==> config.mk <==
export PLATFORM = sky130hd
export DESIGN_NAME = aes_sbox_arbiter
export DESIGN_NICKNAME = d
export VERILOG_FILES = /design/src/rtl/aes_sbox_arbiter.sv
export SDC_FILE = /design/constraint.sdc
export NUM_CORES = 2
export LEC_CHECK = 0
export CAP_MARGIN = 20
export CORE_UTILIZATION = 30
export CTS_CLUSTER_SIZE = 20
export DETAILED_ROUTE_END_ITERATION = 10
export HOLD_SLACK_MARGIN = 0.12
export PLACE_DENSITY = 0.44
export SLEW_MARGIN = 20
export SYNTH_ARGS = -nofsm -noshare
export SYNTH_HDL_FRONTEND = slang
export SYNTH_SLANG_ARGS = --single-unit
==> constraint.sdc <==
create_clock -name clk -period 46.5 [get_ports clk]
set_input_delay 13.95 -clock clk [delete_from_list [all_inputs] [get_ports clk]]
set_output_delay 13.95 -clock clk [all_outputs]
set_load 0.03 [all_outputs]
==> src/rtl/aes_sbox_arbiter.sv <==
// Shares one LANES-byte S-box lane between round SubBytes (128-bit, serialised
// over 16/LANES beats) and key-expansion SubWord (32-bit, single beat).
//
// state | meaning
// IDLE  | arbitrate between rnd_req and key_req, capture operand on grant
// RND   | substitute one LANES-byte slice of the buffer per beat
// KEY   | substitute buffer[31:0] in one beat
// DONE  | pulse the owner's ack with the result registered on the outputs
module aes_sbox_arbiter #(
   parameter int LANES     = 4,
   parameter bit KEY_FIXED = 1'b0
) (
   input  logic         clk,
   input  logic         rst_n,
   input  logic         rnd_req,
   input  logic [127:0] rnd_state_in,
   output logic         rnd_ack,
   output logic [127:0] rnd_state_out,
   input  logic         key_req,
   input  logic [31:0]  key_word_in,
   output logic         key_ack,
   output logic [31:0]  key_word_out,
   output logic         busy
);

   localparam int BEATS = 16 / LANES;
   localparam int BW    = (BEATS > 1) ? $clog2(BEATS) : 1;

   typedef enum logic [1:0] {S_IDLE, S_RND, S_KEY, S_DONE} state_t;

   state_t          r_state;
   logic [BW-1:0]   r_beat;
   logic            r_last_key;
   logic [127:0]    r_buf;
   logic            r_busy;
   logic            r_rnd_ack;
   logic            r_key_ack;
   logic [127:0]    r_rnd_out;
   logic [31:0]     r_key_out;

   logic            w_grant_key;
   logic            w_grant_rnd;
   logic [6:0]      w_off;
   logic [LANES*8-1:0] w_lane_in;
   logic [LANES*8-1:0] w_lane_out;
   logic [127:0]    w_buf_next;

   function automatic logic [7:0] gf_mul(input logic [7:0] a, input logic [7:0] b);
      logic [7:0] p;
      logic [7:0] x;
      p = '0;
      x = a;
      for (int i = 0; i < 8; i++) begin
         if (b[i]) p = p ^ x;
         x = {x[6:0], 1'b0} ^ (x[7] ? 8'h1b : 8'h00);
      end
      return p;
   endfunction

   // Multiplicative inverse as a^254 (a^2 * a^4 * ... * a^128), then the affine map.
   function automatic logic [7:0] sbox(input logic [7:0] a);
      logic [7:0] sq;
      logic [7:0] inv;
      logic [7:0] b;
      sq  = a;
      inv = 8'h01;
      b   = '0;
      for (int i = 1; i < 8; i++) begin
         sq  = gf_mul(sq, sq);
         inv = gf_mul(inv, sq);
      end
      for (int i = 0; i < 8; i++)
         b[i] = inv[i] ^ inv[(i+4)%8] ^ inv[(i+5)%8] ^ inv[(i+6)%8] ^ inv[(i+7)%8];
      return b ^ 8'h63;
   endfunction

   assign w_grant_key = key_req & (~rnd_req | KEY_FIXED | ~r_last_key);
   assign w_grant_rnd = rnd_req & ~w_grant_key;

   // r_beat is always 0 in KEY, so the same slice select serves both requesters.
   assign w_off     = 7'(32'(r_beat) << $clog2(LANES*8));
   assign w_lane_in = r_buf[w_off +: LANES*8];

   for (genvar g = 0; g < LANES/4; g++) begin : g_grp
      for (genvar n = 0; n < 4; n++) begin : g_byte
         assign w_lane_out[(g*4+n)*8 +: 8] = sbox(w_lane_in[(g*4+n)*8 +: 8]);
      end
   end

   always_comb begin
      w_buf_next = r_buf;
      w_buf_next[w_off +: LANES*8] = w_lane_out;
   end

   always_ff @(posedge clk or negedge rst_n) begin
      if (!rst_n) begin
         r_state    <= S_IDLE;
         r_beat     <= '0;
         r_last_key <= 1'b0;
         r_buf      <= '0;
         r_busy     <= 1'b0;
         r_rnd_ack  <= 1'b0;
         r_key_ack  <= 1'b0;
         r_rnd_out  <= '0;
         r_key_out  <= '0;
      end else begin
         r_rnd_ack <= 1'b0;
         r_key_ack <= 1'b0;
         case (r_state)
            S_IDLE: begin
               r_beat <= '0;
               if (w_grant_key) begin
                  r_buf      <= {96'b0, key_word_in};
                  r_last_key <= 1'b1;
                  r_busy     <= 1'b1;
                  r_state    <= S_KEY;
               end else if (w_grant_rnd) begin
                  r_buf      <= rnd_state_in;
                  r_last_key <= 1'b0;
                  r_busy     <= 1'b1;
                  r_state    <= S_RND;
               end
            end
            S_RND: begin
               r_buf  <= w_buf_next;
               r_beat <= r_beat + 1'b1;
               if (r_beat == BW'(BEATS-1)) begin
                  r_rnd_out <= w_buf_next;
                  r_rnd_ack <= 1'b1;
                  r_state   <= S_DONE;
               end
            end
            S_KEY: begin
               r_buf[31:0] <= w_lane_out[31:0];
               r_key_out   <= w_lane_out[31:0];
               r_key_ack   <= 1'b1;
               r_state     <= S_DONE;
            end
            S_DONE: begin
               r_busy  <= 1'b0;
               r_state <= S_IDLE;
            end
            default: r_state <= S_IDLE;
         endcase
      end
   end

   assign rnd_ack       = r_rnd_ack;
   assign key_ack       = r_key_ack;
   assign rnd_state_out = r_rnd_out;
   assign key_word_out  = r_key_out;
   assign busy          = r_busy;

endmodule

==> summary.txt <==
routed vias - 70700
EDFF count, synth - 0
starting density of the core - 30.3%
total wire length - 304000 um
DRT iter0 DRCs - 6175
CTS Buf Count - 39
total global-route track usage - 23.5%
chip width - 499 um
Hold Crit Class - reg -> reg
worst setup margin - 24.93 ns
Slowest cell on crit path - mux4_2
async set-reset flop share out of synthesis - 100%
area leader, netlist - xnor2_1
cell family with most CP delay - XOR/XNOR gates
first-pass GRT wire length - 455000 um
Final Setup Violations - 0
share of cells above drive strength 1 - 9.21%
final hold viol count - 0
post-synthesis net count - 9745
clk slew on worst S/H paths - 0.06 ns
RSZ-0062 raised after global routing - false
clock sinks - 296
Port Buf Inserts - 326
CTS root buf - clkbuf_16
Fmax achieved - 46.4 MHz
grt ovf - 0
area growth from synthesis to layout - 11.5%
initial antenna violation count - 14
# Max-Cap Violations - 0
CP Launch Type - flip-flop
Post-Synthesis Cell Area - 74000 um^2
GPL Wtd Cong - 0.905
Non-Filler Cell Area, Final - 82500 um^2
Fin Setup TNS - 0 ns
period utilization - 46.4%
syn avg cell area - 7.76 um^2
cell mode on critical path - xnor2_1
row count - 181
placed inst area - 81100 um^2
DPL Wire Length - 225000 um
CP Capture Type - flip-flop
vias per std cell - 5.54
DR WL met3 - 14200 um
total core area - 244000 um^2
largest cells by area after synthesis - xnor2_1, xnor3_1, dfrtp_1
Critical Path RT - 47.04 ns
commonest cells after routing, fill and taps aside - xnor2_1, nor2_1, nand2_1
met1 wire length - 137000 um
top layer in use - met5
max incr delay on CP - 0.88 ns
hold bufs inserted after CTS - 0
Main synth FF type - dfrtp_1
Worst-Margin Slew - 1.23 ns
deepest level of the CTS H-tree - 2
Post-CTS Setup Bufs - 0
metal2 WL - 142000 um
remaining routing DRC violations - 0
CTS max path bufs - 3
Worst Path Buf+Inv - 5
Synth Register Bits - 296
largest net degree at the start of global routing - 134
cell count after synthesis - 9542
Setup Skew - 0.0469 ns
DRT Pass-1 Iters - 6
I/O Pins - 327
post-synth top area share - 16.1%
Worst EP arrival - 22.12 ns
CTS tree - done
Synth Warn # - 0
Final Max Slew Viols - 0
Final ANT Viol Nets - 0
Netlist cell types - 128
worst-path fanout max - 32
Nets - 9724
Clk Latency, worst-skew pair - 0.63 ns
post-place setup slack - 25.01 ns
vias in the first global route - 67500
Crit Path Class - reg -> reg
WL per Instance - 23.8 um
status - complete, no violations
Fillers - 25800
Rel. slew slack - 18.3%
sequential area share after synthesis - 10.0%
Post-CTS Resized - 0
Final min period - 21.57 ns
die area - 249000 um^2
commonest non-fill, non-tap cell in the layout - xnor2_1
Die H - 499 um
## cell families (layout without fill, tap and decap cells)
logic type	count (synthesis)	count (layout)	synth area share, %
AOI/OAI and AO/OA	2098	2098	18.9
xor gates and xnor gates	2415	2415	39.8
adders and majority gates	40	40	0.673
buffers and inverters	875	883	5.00
DFF	296	296	10.0
muxes	335	335	5.31
other	0	8	0
and+or+nand+nor	3483	3483	20.3
## cells in the mapped netlist (45+ instances only)
cell / n
nand2b_1: 54
clkbuf_1: 448
buf_1: 52
nor3_1: 253
nor2_1: 1314
mux2i_1: 225
xor3_1: 64
a21oi_1: 499
inv_1: 165
xnor2_1: 1363
or3_1: 51
mux2_2: 66
a31oi_1: 130
a211oi_1: 84
dfrtp_1: 296
nor2b_1: 45
o211ai_1: 83
buf_2: 141
xnor3_1: 354
o21ai_1: 51
o22ai_1: 195
xnor2_2: 81
nand2_1: 1243
o21ai_0: 344
a221oi_1: 72
xor2_1: 427
a22oi_1: 119
nand3_1: 193
and2_1: 72
## state kept, by name, indices dropped and copies added (netlist names)
| register | count |
|---|---|
| r_last_key | 1 |
| busy | 1 |
| r_buf | 128 |
| rnd_ack | 1 |
| key_ack | 1 |
| r_state | 2 |
| key_word_out | 32 |
| rnd_state_out | 128 |
| r_beat | 2 |
## through the flow
stage / hold slack (ns) / util (%) / std cells
2_1_floorplan: 0.460 / - / 9542
3_3_place_gp: 0.467 / 33.2 / 12700
3_5_place_dp: 0.462 / 33.2 / 12700
4_1_cts: 0.477 / 33.8 / 12800
5_1_grt: 0.498 / 33.8 / 12800
6_report: 0.474 / 33.8 / 12800
## layer usage
metal	global-route usage [%]	vias to the layer above
met1	32.2	34900
met2	38.7	2102
met3	1.86	282
met4	7.98	10
met5	0	-
li1	-	33300
## cell type report
cell class,instances,area (um^2),area share [%]
Sequential cell,296,7410,8.99
Clock buffer,50,1090,1.32
Timing Repair Buffer,625,5540,6.71
Clock inverter,20,283,0.343
Multi-Input combinational cell,8371,63400,76.9
Antenna cell,8,20.0,0.0243
Tap cell,3202,4010,4.86
Inverter,188,708,0.858
## worst min-delay path: cells and delay by family, from the launching register on
| kind | cells | cell delay (ns) |
|---|---|---|
| flops | 1 | 0.34 |
| simple gates | 2 | 0.11 |
## final timing paths
| path | to | slack [ns] | start | depth (start not counted) |
|---|---|---|---|---|
| max | r_buf[64] | 24.93 | r_beat[0] | 58 |
| min | rnd_state_out[51] | 0.47 | rnd_state_out[51] | 2 |
| max reg2reg | r_buf[64] | 24.93 | r_beat[0] | 58 |
| min reg2reg | rnd_state_out[51] | 0.47 | rnd_state_out[51] | 2 |
| max in group asynchronous | r_buf[26] | 30.80 | rst_n | 3 |
| min in group asynchronous | rnd_state_out[3] | 13.42 | rst_n | 1 |
Power is not shown: default switching activity piles up to over one toggle a cycle in this logic, so the estimate is an artifact.
